## src/rtl/ifu_fetch_if.sv

```systemverilog
// Fetch-side bundle: redirect input, IM req/gnt/rvalid bus and the decode valid/ready stream.
// slave is the fetch unit's view, master is the environment (IM, decode, NPC).
interface ifu_fetch_if;
    logic        redirect;
    logic [31:0] redirect_pc;
    logic        im_req;
    logic [31:0] im_addr;
    logic        im_gnt;
    logic        im_rvalid;
    logic [31:0] im_rdata;
    logic        instr_valid;
    logic        instr_ready;
    logic [31:0] instr;
    logic [31:0] instr_pc;
    logic [31:0] instr_pc4;
    logic        align_err;

    modport slave (
        input  redirect, redirect_pc, im_gnt, im_rvalid, im_rdata, instr_ready,
        output im_req, im_addr, instr_valid, instr, instr_pc, instr_pc4, align_err
    );

    modport master (
        output redirect, redirect_pc, im_gnt, im_rvalid, im_rdata, instr_ready,
        input  im_req, im_addr, instr_valid, instr, instr_pc, instr_pc4, align_err
    );
endinterface

```

## src/rtl/ifu_fetch.sv

```systemverilog
// Instruction fetch unit: owns the PC, keeps one IM read outstanding and buffers
// returned words in a 2-entry first-word-fall-through FIFO toward decode.
module ifu_fetch #(
    parameter logic [31:0] RESET_PC   = 32'h0000_3000,
    parameter int          FIFO_DEPTH = 2
) (
    input  logic       clk,
    input  logic       reset,
    ifu_fetch_if.slave bus
);
    localparam logic [1:0] DEPTH = 2'(FIFO_DEPTH);

    typedef enum logic [1:0] {S_REQ, S_WAIT, S_DROP, S_HOLD} state_t;

    state_t      r_state, w_state_next;
    logic [31:0] r_fetch_pc, w_fetch_pc_next;
    logic [31:0] r_redir_pc, w_redir_pc_next;
    logic        r_redir_pend, w_redir_pend_next;
    logic        r_started;
    logic [95:0] r_mem [2];
    logic        r_wr_ptr, r_rd_ptr;
    logic [1:0]  r_count, w_count_pop;
    logic        w_req, w_gnt, w_pop, w_push;
    logic [31:0] w_redir_al, w_target;

    assign w_redir_al  = {bus.redirect_pc[31:2], 2'b00};
    assign w_target    = bus.redirect ? w_redir_al : r_redir_pc;
    // r_started keeps im_req low through the first cycle after reset release
    assign w_req       = (r_state == S_REQ) && r_started && (r_count < DEPTH);
    assign w_gnt       = w_req && bus.im_gnt;
    assign w_pop       = (r_count != 2'd0) && bus.instr_ready;
    assign w_count_pop = r_count - {1'b0, w_pop};

    always_comb begin
        w_state_next      = r_state;
        w_fetch_pc_next   = r_fetch_pc;
        w_redir_pc_next   = r_redir_pc;
        w_redir_pend_next = r_redir_pend;
        w_push            = 1'b0;
        case (r_state)
            S_REQ: begin
                if (w_gnt) begin
                    if (bus.redirect || r_redir_pend) begin
                        w_state_next      = S_DROP;
                        w_fetch_pc_next   = w_target;
                        w_redir_pend_next = 1'b0;
                    end else begin
                        w_state_next = S_WAIT;
                    end
                end else if (bus.redirect) begin
                    // address must stay stable until gnt; remember the target
                    w_redir_pc_next   = w_redir_al;
                    w_redir_pend_next = 1'b1;
                end
            end
            S_WAIT: begin
                if (bus.redirect) begin
                    w_fetch_pc_next   = w_redir_al;
                    w_redir_pend_next = 1'b0;
                    w_state_next      = bus.im_rvalid ? S_REQ : S_DROP;
                end else if (bus.im_rvalid) begin
                    w_push          = 1'b1;
                    w_fetch_pc_next = r_fetch_pc + 32'd4;
                    w_state_next    = ((w_count_pop + 2'd1) < DEPTH) ? S_REQ : S_HOLD;
                end
            end
            S_DROP: begin
                if (bus.redirect) begin
                    w_fetch_pc_next = w_redir_al;
                end
                if (bus.im_rvalid) begin
                    w_state_next = S_REQ;
                end
            end
            S_HOLD: begin
                if (bus.redirect) begin
                    w_fetch_pc_next = w_redir_al;
                    w_state_next    = S_REQ;
                end else if (w_count_pop < DEPTH) begin
                    w_state_next = S_REQ;
                end
            end
            default: w_state_next = S_REQ;
        endcase
    end

    always_ff @(posedge clk or negedge reset) begin
        if (!reset) begin
            r_state      <= S_REQ;
            r_fetch_pc   <= RESET_PC;
            r_redir_pc   <= RESET_PC;
            r_redir_pend <= 1'b0;
            r_started    <= 1'b0;
        end else begin
            r_state      <= w_state_next;
            r_fetch_pc   <= w_fetch_pc_next;
            r_redir_pc   <= w_redir_pc_next;
            r_redir_pend <= w_redir_pend_next;
            r_started    <= 1'b1;
        end
    end

    // A redirect flushes all entries; a head pop in the same cycle still completes.
    always_ff @(posedge clk or negedge reset) begin
        if (!reset) begin
            r_count  <= 2'd0;
            r_wr_ptr <= 1'b0;
            r_rd_ptr <= 1'b0;
        end else if (bus.redirect) begin
            r_count  <= 2'd0;
            r_wr_ptr <= 1'b0;
            r_rd_ptr <= 1'b0;
        end else begin
            r_count <= w_count_pop + {1'b0, w_push};
            if (w_push) begin
                r_wr_ptr <= ~r_wr_ptr;
            end
            if (w_pop) begin
                r_rd_ptr <= ~r_rd_ptr;
            end
        end
    end

    generate
        for (genvar gi = 0; gi < 2; gi++) begin : g_entry
            always_ff @(posedge clk or negedge reset) begin
                if (!reset) begin
                    r_mem[gi] <= '0;
                end else if (w_push && (r_wr_ptr == 1'(gi))) begin
                    r_mem[gi] <= {r_fetch_pc + 32'd4, r_fetch_pc, bus.im_rdata};
                end
            end
        end
    endgenerate

    assign bus.im_req      = w_req;
    assign bus.im_addr     = r_fetch_pc;
    assign bus.instr_valid = (r_count != 2'd0);
    assign bus.instr       = r_mem[r_rd_ptr][31:0];
    assign bus.instr_pc    = r_mem[r_rd_ptr][63:32];
    assign bus.instr_pc4   = r_mem[r_rd_ptr][95:64];
    assign bus.align_err   = bus.redirect && (bus.redirect_pc[1:0] != 2'b00);
endmodule

```

## src/flat_wrapper.sv

```systemverilog
// flat-port wrapper written by rule: the top's interface ports become plain ports
module ifu_fetch_flat 
#(
    parameter logic [31:0] RESET_PC   = 32'h0000_3000,
    parameter int          FIFO_DEPTH = 2
)
  (clk, reset, bus_redirect, bus_redirect_pc, bus_im_gnt, bus_im_rvalid, bus_im_rdata, bus_instr_ready, bus_im_req, bus_im_addr, bus_instr_valid, bus_instr, bus_instr_pc, bus_instr_pc4, bus_align_err);
  ifu_fetch_if bus_i ();
  input  logic clk;
  input  logic reset;
  input wire logic [$bits(bus_i.redirect)-1:0] bus_redirect;
  input wire logic [$bits(bus_i.redirect_pc)-1:0] bus_redirect_pc;
  input wire logic [$bits(bus_i.im_gnt)-1:0] bus_im_gnt;
  input wire logic [$bits(bus_i.im_rvalid)-1:0] bus_im_rvalid;
  input wire logic [$bits(bus_i.im_rdata)-1:0] bus_im_rdata;
  input wire logic [$bits(bus_i.instr_ready)-1:0] bus_instr_ready;
  output wire logic [$bits(bus_i.im_req)-1:0] bus_im_req;
  output wire logic [$bits(bus_i.im_addr)-1:0] bus_im_addr;
  output wire logic [$bits(bus_i.instr_valid)-1:0] bus_instr_valid;
  output wire logic [$bits(bus_i.instr)-1:0] bus_instr;
  output wire logic [$bits(bus_i.instr_pc)-1:0] bus_instr_pc;
  output wire logic [$bits(bus_i.instr_pc4)-1:0] bus_instr_pc4;
  output wire logic [$bits(bus_i.align_err)-1:0] bus_align_err;
  assign bus_i.redirect = bus_redirect;
  assign bus_i.redirect_pc = bus_redirect_pc;
  assign bus_i.im_gnt = bus_im_gnt;
  assign bus_i.im_rvalid = bus_im_rvalid;
  assign bus_i.im_rdata = bus_im_rdata;
  assign bus_i.instr_ready = bus_instr_ready;
  assign bus_im_req = bus_i.im_req;
  assign bus_im_addr = bus_i.im_addr;
  assign bus_instr_valid = bus_i.instr_valid;
  assign bus_instr = bus_i.instr;
  assign bus_instr_pc = bus_i.instr_pc;
  assign bus_instr_pc4 = bus_i.instr_pc4;
  assign bus_align_err = bus_i.align_err;
  ifu_fetch #(.RESET_PC(RESET_PC), .FIFO_DEPTH(FIFO_DEPTH)) u_core (.clk(clk), .reset(reset), .bus(bus_i));
endmodule
```

## config.mk

```make
export PLATFORM = sky130hd
export DESIGN_NAME = ifu_fetch_flat
export DESIGN_NICKNAME = d
export VERILOG_FILES = /design/src/rtl/ifu_fetch_if.sv /design/src/rtl/ifu_fetch.sv /design/src/flat_wrapper.sv
export SDC_FILE = /design/constraint.sdc
export NUM_CORES = 1
export LEC_CHECK = 0
export ABC_AREA = 0
export CAP_MARGIN = 5
export CORE_AREA = 2 2 154 156
export CTS_CLUSTER_DIAMETER = 120
export CTS_CLUSTER_SIZE = 12
export DETAILED_ROUTE_END_ITERATION = 10
export DIE_AREA = 0 0 156 158
export PLACE_DENSITY = 0.79
export SLEW_MARGIN = 20
export SYNTH_ARGS = -nofsm -noshare
export SYNTH_HDL_FRONTEND = slang
export SYNTH_SLANG_ARGS = --single-unit
```

## constraint.sdc

```tcl
create_clock -name clk -period 2.7 [get_ports clk]
set_input_delay 0.405 -clock clk [delete_from_list [all_inputs] [get_ports clk]]
set_output_delay 0.405 -clock clk [all_outputs]
set_load 0.01 [all_outputs]
```

# --- After elaboration in Yosys (flattened, before gate mapping) ---
# Index checks and enable logic that the tools add are counted.
totals:
  output_inout_bits: 131
  ramBits: 0
  latchBits: 0
  mem_bits_ro: 0
  input_bits: 70
  n_memories: 0
  wordCells: 86
  ff_bits: 264
op_classes:
  muxes: 33
  add_sub_neg: 4
  multipliers: 0
  n_lt_le_gt_ge: 4
  eq_ne: 12
  shift: 0
  bitwise_logic: 4
  reduce_logical: 19
  div: 0
ops:
  columns: ["operator", "count"]
  rows:
  - ["two-way mux 96 bit", 3]
  - ["two-way mux 32 bit", 6]
  - ["case mux 32 bit (3 select lines)", 1]
  - ["adder 32 x 3 -> 32 bit, second input constant", 1]
  - ["two-way mux 2 bit", 10]
  - ["AND reduction 4 bit", 3]
  - ["two-way mux 1 bit", 11]
  - ["nonzero test 2 bit", 5]
  - ["case mux 2 bit (4 select lines)", 1]
  - ["logical AND 1 bit", 7]
  - ["less-than comparator 2 bit, second input constant", 3]
  - ["inequality test 2 bit, second input constant", 3]
  - ["inequality test 3 x 2 -> 1 bit, second input constant", 2]
  - ["inequality test 3 bit, second input constant", 2]
  - ["equality test 2 bit, second input constant", 2]
  - ["inequality test 2 x 1 -> 1 bit, second input constant", 2]
  - ["inverter 1 bit", 3]
  - ["adder 2 x 1 -> 2 bit", 1]
  - ["adder 2 x 1 -> 2 bit, second input constant", 1]
  - ["equality test 2 x 1 -> 1 bit, second input constant", 1]
  - [">= comparator 2 bit, second input constant", 1]
  - ["logical NOT 2 bit", 1]
  - ["inverter 1 -> 2 bit", 1]
  - ["case mux 1 bit (2 select lines)", 1]
  - ["4 further kinds", 4]

# --- Depth between registers and ports, before layout ---
# Gate-level depths: netlist of the first run.
depth:
  depth_word: 9
  ltp_mapped: 9
  depth_no_buf: 8

# --- Least setup slack after synthesis of the first run ---
# OpenSTA, ideal clock, no wires.
synth_timing:
  kind: "register -> register"
  start: "register u_core.r_fetch_pc[2], in the netlist u_core.bus.im_addr[2]"
  end: "register u_core.r_mem[190] (netlist name)"
  setup_time_ps: 125
  synth_period_minus_slack_ps: 2394
  t_arrival_ps: 2269
  n_path_buf: 1
  required_time_ps: 2575
  stages_incl_launch_ff: 8
  slack_ps: 306
  path_cell_list: "dfrtp_1 ha_1 clkbuf_1 nand3_1 or4_4 or4_4 xnor2_1 mux2_2"
synth_between:
  elab_chain_len: 1
synth_rtl:
  columns: ["item", "line_no", "source"]
  rows:
  - ["from (decl)", "ifu_fetch.sv:16", "logic [31:0] r_fetch_pc, w_fetch_pc_next;"]
  - ["from (signal assigned)", "ifu_fetch.sv:96", "r_fetch_pc <= w_fetch_pc_next;"]
  - ["adder 32 x 3 -> 32 bit", "ifu_fetch.sv:130", "r_mem[gi] <= {r_fetch_pc + 32'd4, r_fetch_pc, bus.im_rdata};"]
  - ["to (signal, indexed assignment)", "ifu_fetch.sv:130", null]
  - ["to (decl)", "ifu_fetch.sv:20", "logic [95:0] r_mem [2];"]
# No other way between the ends.
# A chain may end at the register's enable or synchronous reset.

# --- Worst setup path after layout of the first run ---
layout_timing:
  start: "register u_core.r_rd_ptr"
  end: "output port bus_instr_pc[4]"
layout_between:
  elab_chain_len: 4
layout_rtl:
  columns: ["item", "line_no", "source"]
  rows:
  - ["from (decl)", "ifu_fetch.sv:21", "logic r_wr_ptr, r_rd_ptr;"]
  - ["from (signal assigned)", "ifu_fetch.sv:119", "r_rd_ptr <= ~r_rd_ptr;"]
  - ["inverter 1 -> 2 bit (not written as such)", "ifu_fetch.sv:140", "assign bus.instr_pc = r_mem[r_rd_ptr][63:32];"]
  - ["two-way mux 96 bit (3 in series)", null, null]
  - ["to (decl)", "flat_wrapper.sv:21", "output wire logic [$bits(bus_i.instr_pc)-1:0] bus_instr_pc;"]
# No other way between the ends. The select of a mux whose other input is x is not followed.

==> results of run 1 <==
[repair_timing]
action | 4_1_cts | 5_1_grt
endpoints found under the hold margin | 70 | 0
endpoints found under the setup margin | 3 | 0
hold buffers | 1 | 0
resized for setup | 0 | 0
buffers inserted | 2 | 0
[logic make-up after synthesis]
kind of cell	after synthesis	share of synthesized area [%]
simple gates	379	13.73
xor+xnor	32	2.303
fa+ha+maj	3	0.3085
other cells	1	0.03082
buf+inv	109	3.476
compound gates	209	9.995
flops	260	53.51
mux	180	16.65
[worst max-delay path, delay by kind of cell, from the launching register on]
kind                   cells  cell delay, ps
buffers and inverters      2             730
flip-flops                 1             510
multiplexers               1             410
[worst paths after layout]
kind	from	end	slack, ps
max	u_core.r_rd_ptr$_DFFE_PN0P_	bus_instr_pc[4]	120
max reg2reg	u_core.bus.im_addr[7]$_DFFE_PN0P_	u_core.r_mem[190]$_DFFE_PN0P_	300
min in group asynchronous	reset	u_core.r_mem[104]$_DFFE_PN0P_	470
min reg2reg	u_core.r_mem[109]$_DFFE_PN0P_	u_core.r_mem[109]$_DFFE_PN0P_	470
max in group asynchronous	reset	u_core.bus.im_addr[13]$_DFFE_PN1P_	1470
min	bus_im_rdata[0]	u_core.r_mem[96]$_DFFE_PN0P_	440
[sequential cells by signal, summed over array words and instances, names as in the netlist]
name / cells
u_core.r_count: 2
u_core.r_started: 1
u_core.r_wr_ptr: 1
u_core.r_rd_ptr: 1
u_core.r_mem: 188
u_core.r_redir_pend: 1
u_core.bus.im_addr: 32
u_core.r_redir_pc: 32
u_core.r_state: 2
[layout make-up]
type / count / area [um2] / share of cell area, %
multi-input combinational: 804 / 5266 / 34.12
sequential: 260 / 6515 / 42.21
tap: 290 / 362.8 / 2.351
clock buffer: 44 / 696.9 / 4.515
inverter: 19 / 71.32 / 0.4620
timing repair buffer: 245 / 2485 / 16.10
clock inverter: 2 / 38.79 / 0.2513
[stage by stage]
stage	utilization (%)	instance area, um2	total power, uW	hold slack [ps]
6_report	66.96	15440	15590	439.6
2_1_floorplan	-	12170	9089	109.4
5_1_grt	66.96	15440	16480	430.0
4_1_cts	66.96	15440	15620	422.9
3_5_place_dp	63.66	14680	12250	428.5
3_3_place_gp	63.66	14680	12120	418.7
[metal layers]
layer  global-route usage [%]  part of all wire, %
met5                        0                    0
met4                    5.374                  1.4
met3                    4.818                  7.5
met1                    37.59                   44
met2                    41.59                   47
[power breakdown]
group	internal [uW]	switching (uW)	leakage (uW)	total (uW)
clock network	1840	1460	0.000349	3300
registers	4940	794	0.00345	5740
logic	3380	3170	0.00326	6550
total	10200	5430	0.00707	15600
[Yosys cell counts (3+ instances only)]
master | instances | area share (%)
o2bb2ai_1 | 7 | 0.50
a21o_1 | 3 | 0.19
nand4_1 | 11 | 0.57
a22o_1 | 3 | 0.22
clkbuf_1 | 74 | 2.3
and3_1 | 21 | 1.1
or2_2 | 5 | 0.26
or4_4 | 3 | 0.28
nand2_1 | 260 | 8.0
nor3_1 | 9 | 0.37
dfrtp_1 | 256 | 53
o21ai_0 | 109 | 4.5
buf_2 | 5 | 0.21
buf_1 | 9 | 0.28
nand3_1 | 17 | 0.70
mux2_2 | 179 | 17
o41ai_1 | 3 | 0.22
dfstp_2 | 4 | 0.86
a21oi_1 | 43 | 1.8
o22ai_1 | 13 | 0.67
and2_1 | 4 | 0.21
nor4_1 | 4 | 0.21
inv_1 | 19 | 0.59
nor2_1 | 30 | 0.93
a221oi_1 | 5 | 0.36
o31a_1 | 12 | 0.86
xnor2_1 | 26 | 1.9
ha_1 | 3 | 0.31
xor2_1 | 6 | 0.43
a31oi_1 | 3 | 0.15
==> flow_summary.ini, run 1 <==
[cells_and_area]
layout.nets = 1428
final_common_cell = nand2_1
area_growth_pct = 26.86
final_cell_mix = nand2_1, dfrtp_1, clkdlybuf4s50_1
fillCellCount = 1741
diodes = 0
fin_cells = 1664
drive_gt1_share_pct = 20.01

[timing]
final.setup_skew_ps = 16.87
finalHoldViolations = 0
setup_viol = 0
tightestPinTransition_ps = 693.3
slew_headroom_pct = 53.78
max_freq_ghz = 0.3870
rsz0062_at_grt = no
min_period_ps = 2584
fin_ws_ps = 115.8
setup-tns-final_ps = 0
min_period_over_period_pct = 95.71
drv_slew = 0

[hold_path]
min_path_cells = 3
min_path_type = in2reg

[synth]
ys_seq_area_share_pct = 53.51
syn_nets = 1246
synth_enable_flop_cells = 0
ys_ff_latch = 260
synth_area_per_cell_um2 = 10.37
synth_cell_types = 52
netlist_instances = 1173
syn_area_um2 = 12170
yosysWarnings = 0
async_reset_ff_share_pct = 100.0
synth_ff_type = dfrtp_1

[clocking]
cts_tree = done
clockBufferDepth = 3
cts.sinks = 260
h-tree-depth = 1
cts_buffers = 25
insertion_delay_ps = 530
clkTransAtPathRegs_ps = 70
root_buffer = clkbuf_16

[routing]
drt_wl_total_mm = 31.89
vias_per_cell = 5.709
drtPass1Iterations = 5
drtIter0Drc = 769
wire_per_inst_um = 19.16
drtAntennaViolNets = 0
vias = 9500
drc = 0

[placed_design]
preCtsSetupSlack_ps = 339.0
dpl.hpwl_mm = 21.49
dp.cells = 1615
place_congestion = 0.9090
io_buffers = 200

[worst_setup_path]
path_cells = buf_12 > mux2_2 > clkdlybuf4s50_1
cp.arrival_ps = 2180
critPathSlowestCell = dfrtp_4
end_kind = primary output
start_kind = flip-flop
cp_max_fo = 34
reg2reg_depth = 5
cpPeakStageDelay_ps = 510
crit_required_ps = 2300
path_class = reg2out

[grt]
grt_overflow = 0
grt_pass1_vias = 9365
grt_max_degree = 136
grtUsageTotal_pct = 26.05
antenna_found_initial = 0
grt_pass1_wl_mm = 50.88

[status]
run_status = completed

[run]
max-cap-violations = 0

[power_and_ir_drop]
max-vdd-ir-drop_uv = 625.8
power.leakage_uw = 0.007068
power_density_nw_per_um2 = 1010

[floorplan]
die_area_um2 = 24650
initial_core_util_pct = 52.78
die_h_um = 158
core_area_um2 = 23050
die_w_um = 156
rows = 56
pin_count = 201
No activity file was read; power rests on OpenSTA's default activity.
==> run 2, diff against run 1 <==
- GPL_ROUTABILITY_DRIVEN: not set -> 0
==> results of run 2 <==
No change in the layout: final DEF, timing and power equal those of run 1.
